<file path="config.mk">
export PLATFORM = sky130hd
export DESIGN_NAME = led_level_pwm
export DESIGN_NICKNAME = d
export VERILOG_FILES = /design/src/rtl/led_remote_pkg.sv /design/src/rtl/led_pwm_gen.sv /design/src/rtl/led_level_pwm.sv
export SDC_FILE = /design/constraint.sdc
export NUM_CORES = 1
export LEC_CHECK = 0
export ABC_AREA = 1
export CAP_MARGIN = 10
export CELL_PAD_IN_SITES_DETAIL_PLACEMENT = 0
export CELL_PAD_IN_SITES_GLOBAL_PLACEMENT = 1
export CORE_MARGIN = 2
export CORE_UTILIZATION = 42
export CTS_CLUSTER_SIZE = 20
export DETAILED_ROUTE_END_ITERATION = 8
export GPL_TIMING_DRIVEN = 1
export PLACE_DENSITY = 0.77
export SLEW_MARGIN = 10
export SYNTH_ARGS = -nofsm -noshare
export SYNTH_HDL_FRONTEND = slang
export SYNTH_SLANG_ARGS = --single-unit
</file>
<file path="constraint.sdc">
create_clock -name clk -period 2.5 [get_ports clk]
set_input_delay 0.625 -clock clk [delete_from_list [all_inputs] [get_ports clk]]
set_output_delay 0.625 -clock clk [all_outputs]
set_load 0.05 [all_outputs]
</file>
<file path="src/rtl/led_remote_pkg.sv">
// Shared definitions for the LED remote brightness control block:
// debouncer state encoding, level width/limits, repeat FSM states.
package led_remote_pkg;

   localparam logic [1:0] BTN_IDLE     = 2'd0;
   localparam logic [1:0] BTN_DEBOUNCE = 2'd1;
   localparam logic [1:0] BTN_PRESS    = 2'd2;
   localparam logic [1:0] BTN_HELD     = 2'd3;

   localparam int unsigned LEVEL_W = 4;
   localparam logic [LEVEL_W-1:0] LEVEL_MAX = 4'd15;

   // Last phase value of the 15-step PWM period.
   localparam logic [LEVEL_W-1:0] PHASE_LAST = 4'd14;

   typedef enum logic [2:0] {
      ST_IDLE,
      ST_HOLD_UP,
      ST_RPT_UP,
      ST_HOLD_DN,
      ST_RPT_DN
   } rpt_state_t;

   // A button counts as "still down" while it is pressed or held.
   function automatic logic btn_active(input logic [1:0] s);
      return (s == BTN_PRESS) || (s == BTN_HELD);
   endfunction

endpackage

</file>
<file path="src/rtl/led_pwm_gen.sv">
// 15-step PWM generator: prescaler, phase counter, shadowed duty level
// and registered LED drive. The shadow level only reloads when the phase
// wraps 14->0, so a level change never produces a glitched period.
module led_pwm_gen
   import led_remote_pkg::*;
#(
   parameter int unsigned PWM_DIV    = 1000,
   parameter int unsigned INIT_LEVEL = 8
) (
   input  logic               clk,
   input  logic               rst,
   input  logic [LEVEL_W-1:0] level,
   output logic               led
);

   localparam logic [31:0]        PRESCALE_LAST = 32'(PWM_DIV - 1);
   localparam logic [LEVEL_W-1:0] INIT_VAL      = LEVEL_W'(INIT_LEVEL);

   logic [31:0]        prescale;
   logic [LEVEL_W-1:0] phase;
   logic [LEVEL_W-1:0] shadow_level;

   // Prescaler steps the phase; the shadow level reloads at the period boundary.
   always_ff @(posedge clk) begin
      if (rst) begin
         prescale     <= '0;
         phase        <= '0;
         shadow_level <= INIT_VAL;
         led          <= 1'b0;
      end else begin
         led <= (shadow_level > phase);
         if (prescale == PRESCALE_LAST) begin
            prescale <= '0;
            if (phase == PHASE_LAST) begin
               phase        <= '0;
               shadow_level <= level;
            end else begin
               phase <= phase + LEVEL_W'(1);
            end
         end else begin
            prescale <= prescale + 32'd1;
         end
      end
   end

endmodule

</file>
<file path="src/rtl/led_level_pwm.sv">
// LED brightness controller: up/down button press events adjust a 4-bit
// saturating level that drives a 15-step PWM output.
// Optional feature macro LED_AUTO_REPEAT_EN adds a hold/auto-repeat FSM
// that keeps stepping the level while a button stays held.
module led_level_pwm
   import led_remote_pkg::*;
#(
   parameter int unsigned INIT_LEVEL = 8,
   parameter int unsigned PWM_DIV    = 1000,
   parameter int unsigned HOLD_D     = 25000000,
   parameter int unsigned REPEAT_D   = 5000000
) (
   input  logic               clk,
   input  logic               rst,
   input  logic [1:0]         up_s,
   input  logic [1:0]         down_s,
   output logic [LEVEL_W-1:0] level,
   output logic               led,
   output logic               step
);

   localparam logic [LEVEL_W-1:0] INIT_VAL = LEVEL_W'(INIT_LEVEL);

   logic up_prev;
   logic down_prev;
   logic up_evt;
   logic down_evt;
   logic inc_req;
   logic dec_req;

   // Remember whether each button was in the press state last cycle.
   always_ff @(posedge clk) begin
      if (rst) begin
         up_prev   <= 1'b0;
         down_prev <= 1'b0;
      end else begin
         up_prev   <= (up_s == BTN_PRESS);
         down_prev <= (down_s == BTN_PRESS);
      end
   end

   // A press event is the first cycle a button reports the press state.
   always_comb begin
      up_evt   = (up_s == BTN_PRESS) && !up_prev;
      down_evt = (down_s == BTN_PRESS) && !down_prev;
   end

`ifdef LED_AUTO_REPEAT_EN

   localparam logic [31:0] HOLD_LAST = 32'(HOLD_D - 1);
   localparam logic [31:0] RPT_LAST  = 32'(REPEAT_D - 1);

   rpt_state_t  state;
   rpt_state_t  state_next;
   logic [31:0] rpt_cnt;
   logic        cnt_clear;
   logic        rpt_up;
   logic        rpt_dn;

   // Repeat FSM state register.
   always_ff @(posedge clk) begin
      if (rst) begin
         state <= ST_IDLE;
      end else begin
         state <= state_next;
      end
   end

   // Cycle counter for hold/repeat timing; saturates instead of wrapping.
   always_ff @(posedge clk) begin
      if (rst) begin
         rpt_cnt <= '0;
      end else if (cnt_clear) begin
         rpt_cnt <= '0;
      end else if (rpt_cnt != '1) begin
         rpt_cnt <= rpt_cnt + 32'd1;
      end
   end

   // Next-state and repeat-step decode; the other button's press aborts a hold.
   always_comb begin
      state_next = state;
      cnt_clear  = 1'b0;
      rpt_up     = 1'b0;
      rpt_dn     = 1'b0;
      case (state)
         ST_IDLE: begin
            if (up_evt && down_evt) begin
               state_next = ST_IDLE;
            end else if (up_evt) begin
               state_next = ST_HOLD_UP;
            end else if (down_evt) begin
               state_next = ST_HOLD_DN;
            end
         end
         ST_HOLD_UP, ST_RPT_UP: begin
            if (down_evt) begin
               state_next = ST_IDLE;
            end else if (up_evt) begin
               state_next = ST_HOLD_UP;
               cnt_clear  = 1'b1;
            end else if (!btn_active(up_s)) begin
               state_next = ST_IDLE;
            end else if (up_s == BTN_HELD) begin
               if (state == ST_HOLD_UP && rpt_cnt >= HOLD_LAST) begin
                  rpt_up     = 1'b1;
                  state_next = ST_RPT_UP;
               end else if (state == ST_RPT_UP && rpt_cnt >= RPT_LAST) begin
                  rpt_up    = 1'b1;
                  cnt_clear = 1'b1;
               end
            end
         end
         ST_HOLD_DN, ST_RPT_DN: begin
            if (up_evt) begin
               state_next = ST_IDLE;
            end else if (down_evt) begin
               state_next = ST_HOLD_DN;
               cnt_clear  = 1'b1;
            end else if (!btn_active(down_s)) begin
               state_next = ST_IDLE;
            end else if (down_s == BTN_HELD) begin
               if (state == ST_HOLD_DN && rpt_cnt >= HOLD_LAST) begin
                  rpt_dn     = 1'b1;
                  state_next = ST_RPT_DN;
               end else if (state == ST_RPT_DN && rpt_cnt >= RPT_LAST) begin
                  rpt_dn    = 1'b1;
                  cnt_clear = 1'b1;
               end
            end
         end
         default: begin
            state_next = ST_IDLE;
         end
      endcase
      if (state_next != state) begin
         cnt_clear = 1'b1;
      end
   end

   // Level change requests come from press events and repeat steps.
   always_comb begin
      inc_req = up_evt | rpt_up;
      dec_req = down_evt | rpt_dn;
   end

`else

   // Only single press events change the level in this build.
   always_comb begin
      inc_req = up_evt;
      dec_req = down_evt;
   end

`endif

   // Saturating level update; step pulses only when the level really moves.
   always_ff @(posedge clk) begin
      if (rst) begin
         level <= INIT_VAL;
         step  <= 1'b0;
      end else begin
         step <= 1'b0;
         if (inc_req && !dec_req && level != LEVEL_MAX) begin
            level <= level + LEVEL_W'(1);
            step  <= 1'b1;
         end else if (dec_req && !inc_req && level != '0) begin
            level <= level - LEVEL_W'(1);
            step  <= 1'b1;
         end
      end
   end

   led_pwm_gen #(
      .PWM_DIV    (PWM_DIV),
      .INIT_LEVEL (INIT_LEVEL)
   ) u_pwm (
      .clk   (clk),
      .rst   (rst),
      .level (level),
      .led   (led)
   );

endmodule

</file>
==> impl_metrics.json <==
{
  "gp_congestion": 0.8427,
  "synth_area_per_cell_um2": 6.319,
  "synth-compound-area-share_pct": 6.301,
  "syn-num-nets": 454,
  "critical_path_buf_inv_count": 1,
  "leakagePower_nw": 1.174,
  "fin_crit_sh_pct": 91.89,
  "required_ps": 1880,
  "synthToLayoutAreaGrowth_pct": 10.89,
  "first_global_vias": 2365,
  "htreeDepth": 2,
  "grt_overflow_total": 0,
  "cts_hold_buffers": 0,
  "power.density_nw_per_um2": 460.3,
  "antenna_left": 0,
  "slew_headroom_pct": 66.83,
  "path_clk_slew_ps": 90,
  "core_area_um2": 6386,
  "holdPathEnd": "u_pwm.prescale[0]$_SDFF_PP0_",
  "clock-root-buffer": "clkbuf_8",
  "finalHoldViolCount": 0,
  "antenna_found_initial": 0,
  "cts_buffers": 5,
  "critical_path.top_delay_family": "buffers and inverters",
  "synth_warnings": 0,
  "critPathLaunchType": "register",
  "finalSetupViolations": 0,
  "numPortBuffers": 11,
  "slowest_delay_ps": 860,
  "drc": 0,
  "hold_path_depth": 1,
  "grtUsageTotal_pct": 19.37,
  "grt_pass1_wl_um": 11190,
  "synth-xor-area-share_pct": 4.095,
  "path_max_fanout": 8,
  "tns_ps": 0,
  "vias_per_cell": 4.830,
  "synth_top_family_by_area": "simple AND/OR/NAND/NOR gates",
  "num_rows": 29,
  "max_freq_ghz": 0.4353,
  "diodes": 0,
  "cts_setup_buffers": 0,
  "first_iter_violations": 135,
  "critPathSlowestCell": "clkdlybuf4s50_1",
  "syn_inst": 440,
  "io_pins": 12,
  "synth-seq-cells": 48,
  "die_height_um": 85.36,
  "hp-start": "u_pwm.prescale[0]$_SDFF_PP0_",
  "worstPathArrival_ps": 1670,
  "synthSimpleGateAreaFrac_pct": 42.80,
  "dr.pass1.iters": 4,
  "max_cap_violations": 0,
  "cts.repair.resized": 0,
  "dpl_worst_slack_ps": -1.459,
  "start_util_pct": 43.53,
  "final_cells": 536,
  "maxSlewViolCount": 0,
  "ff2ff_path_depth": 11,
  "worstReg2RegStart": "level[0]$_SDFFE_PP0P_",
  "finalPower_mw": 1.419,
  "die_x_um": 85.36,
  "routed_wl_um": 6573,
  "max-vdd-ir-drop_uv": 268.8,
  "ys_seq_area_share_pct": 34.56,
  "setup.worst_path.class": "reg -> out",
  "finalClockSkew_ps": 6.129,
  "endpoint_kind": "output pin",
  "hold_path_class": "reg -> reg",
  "synth_fa_ha_area_share_pct": 3.870,
  "place.detailed.hpwl_um": 5179,
  "wl_per_cell_um": 12.26,
  "fin_crit_ps": 2297,
  "clkLatencyLatePin_ps": 310,
  "mappedNetlistArea_um2": 2780,
  "worstMarginPinSlew_ps": 496.0,
  "grt_max_degree": 17,
  "cts.sinks": 48,
  "cp_cell_sequence": "clkdlybuf4s50_1",
  "r2r-end": "level[3]$_SDFFE_PP1P_",
  "cts_tree": "done",
  "vias": 2589,
  "clockBufferDepth": 2,
  "dp_cells": 528,
  "drive_gt1_share_pct": 6.972,
  "reg2reg_slack_ps": 660,
  "die-area_um2": 7286,
  "status": "complete, no violations",
  "rsz0062_at_grt": "no",
  "synthDistinctLibCells": 30,
  "num-nets-final": 472,
  "muxShareOfSynthArea_pct": 0,
  "worst_slack_ps": 202.9
}
[cells by family (layout without fill, tap and decap cells)]
| logic type | Yosys count | after routing |
|---|---|---|
| simple gates | 280 | 280 |
| buf+inv | 57 | 76 |
| flops | 48 | 48 |
| compound gates | 34 | 34 |
| xor+xnor | 13 | 13 |
| fa+ha+maj | 8 | 8 |
[registers in the layout (all words and copies together) (netlist names)]
name and flops:
u_pwm.phase 4, down_prev 1, step 1, u_pwm.shadow_level 4, level 4, u_pwm.led 1
up_prev 1, u_pwm.prescale 32
[cells in the mapped netlist]
cell	count	area, µm²
a21oi_1	25	125.1
and2_0	1	6.260
and2_1	1	6.260
and2_4	1	8.760
buf_4	1	7.510
buf_6	2	22.52
clkbuf_1	1	3.750
clkinv_1	1	3.750
dfxtp_1	48	960.9
fa_1	1	20.02
ha_1	7	87.58
inv_1	51	191.4
inv_2	1	3.750
nand2_1	128	480.5
nand2_2	3	18.77
nand3_1	29	145.1
nand3_2	3	30.03
nand3b_1	1	7.510
nand4_1	3	18.77
nor2_1	93	349.1
nor2_2	8	50.05
nor2_4	2	22.52
nor3_1	4	20.02
nor3_2	2	20.02
o211ai_1	1	7.510
o21ai_0	7	35.03
o21bai_1	1	7.510
or2_0	1	6.260
xnor2_1	1	8.760
xor2_1	12	105.1
[worst max-delay path by stage]
stage / start / end / cells after the start
4_1_cts: level[0]$_SDFFE_PP0P_ / level[0] / 1
3_5_place_dp: up_s[1] / level[3]$_SDFFE_PP1P_ / 11
5_1_grt: level[0]$_SDFFE_PP0P_ / level[0] / 1
3_3_place_gp: up_s[1] / level[3]$_SDFFE_PP1P_ / 11
6_report: level[0]$_SDFFE_PP0P_ / level[0] / 1
2_1_floorplan: level[0]$_SDFFE_PP0P_ / level[3]$_SDFFE_PP1P_ / 11
[stage by stage]
step                hold WS [ps]  cell area [µm²]  util [%]
floorplan                  429.6             2780         -
global placement           447.3             2995     46.90
detailed placement         456.9             2995     46.90
CTS                        473.5             3083     48.28
global route               510.1             3083     48.28
finish                     469.8             3083     48.28
[final cells by class]
class	count	area (µm²)
Tap cell	77	96.34
Timing Repair Buffer	15	152.6
Inverter	53	198.9
Clock buffer	5	68.82
Multi-Input combinational cell	335	1587
Clock inverter	3	18.77
Sequential cell	48	960.9
Fill cell	689	3303
[layout by cell type, fill, tap and decap left out, types with 2 or more instances in the layout]
cell,n
clkbuf_8,5
ha_1,7
inv_1,51
nand4_1,3
clkinv_2,2
buf_4,3
nor2_1,93
xor2_1,12
nor2_2,8
o21ai_0,7
nand3_1,29
nand3_2,3
clkdlybuf4s50_1,11
nor2_4,2
a21oi_1,25
nor3_1,4
nand2_1,128
nor3_2,2
dfxtp_1,48
nand2_2,3
[report_power, final]
group	switching, mW	internal (mW)
sequential	0.0209	0.779
combinational	0.0904	0.0570
clock	0.276	0.196
total	0.387	1.03
[routing by layer]
metal / vias up / part of all wire [%] / track usage [%]
met5: - / 0 / 0
met3: 8 / 2.8 / 3.113
met1: 1144 / 54 / 28.28
met4: 0 / 1.4 / 5.772
li1: 1407 / - / -
met2: 30 / 42 / 29.33
No activity file was read; power rests on OpenSTA's default activity.
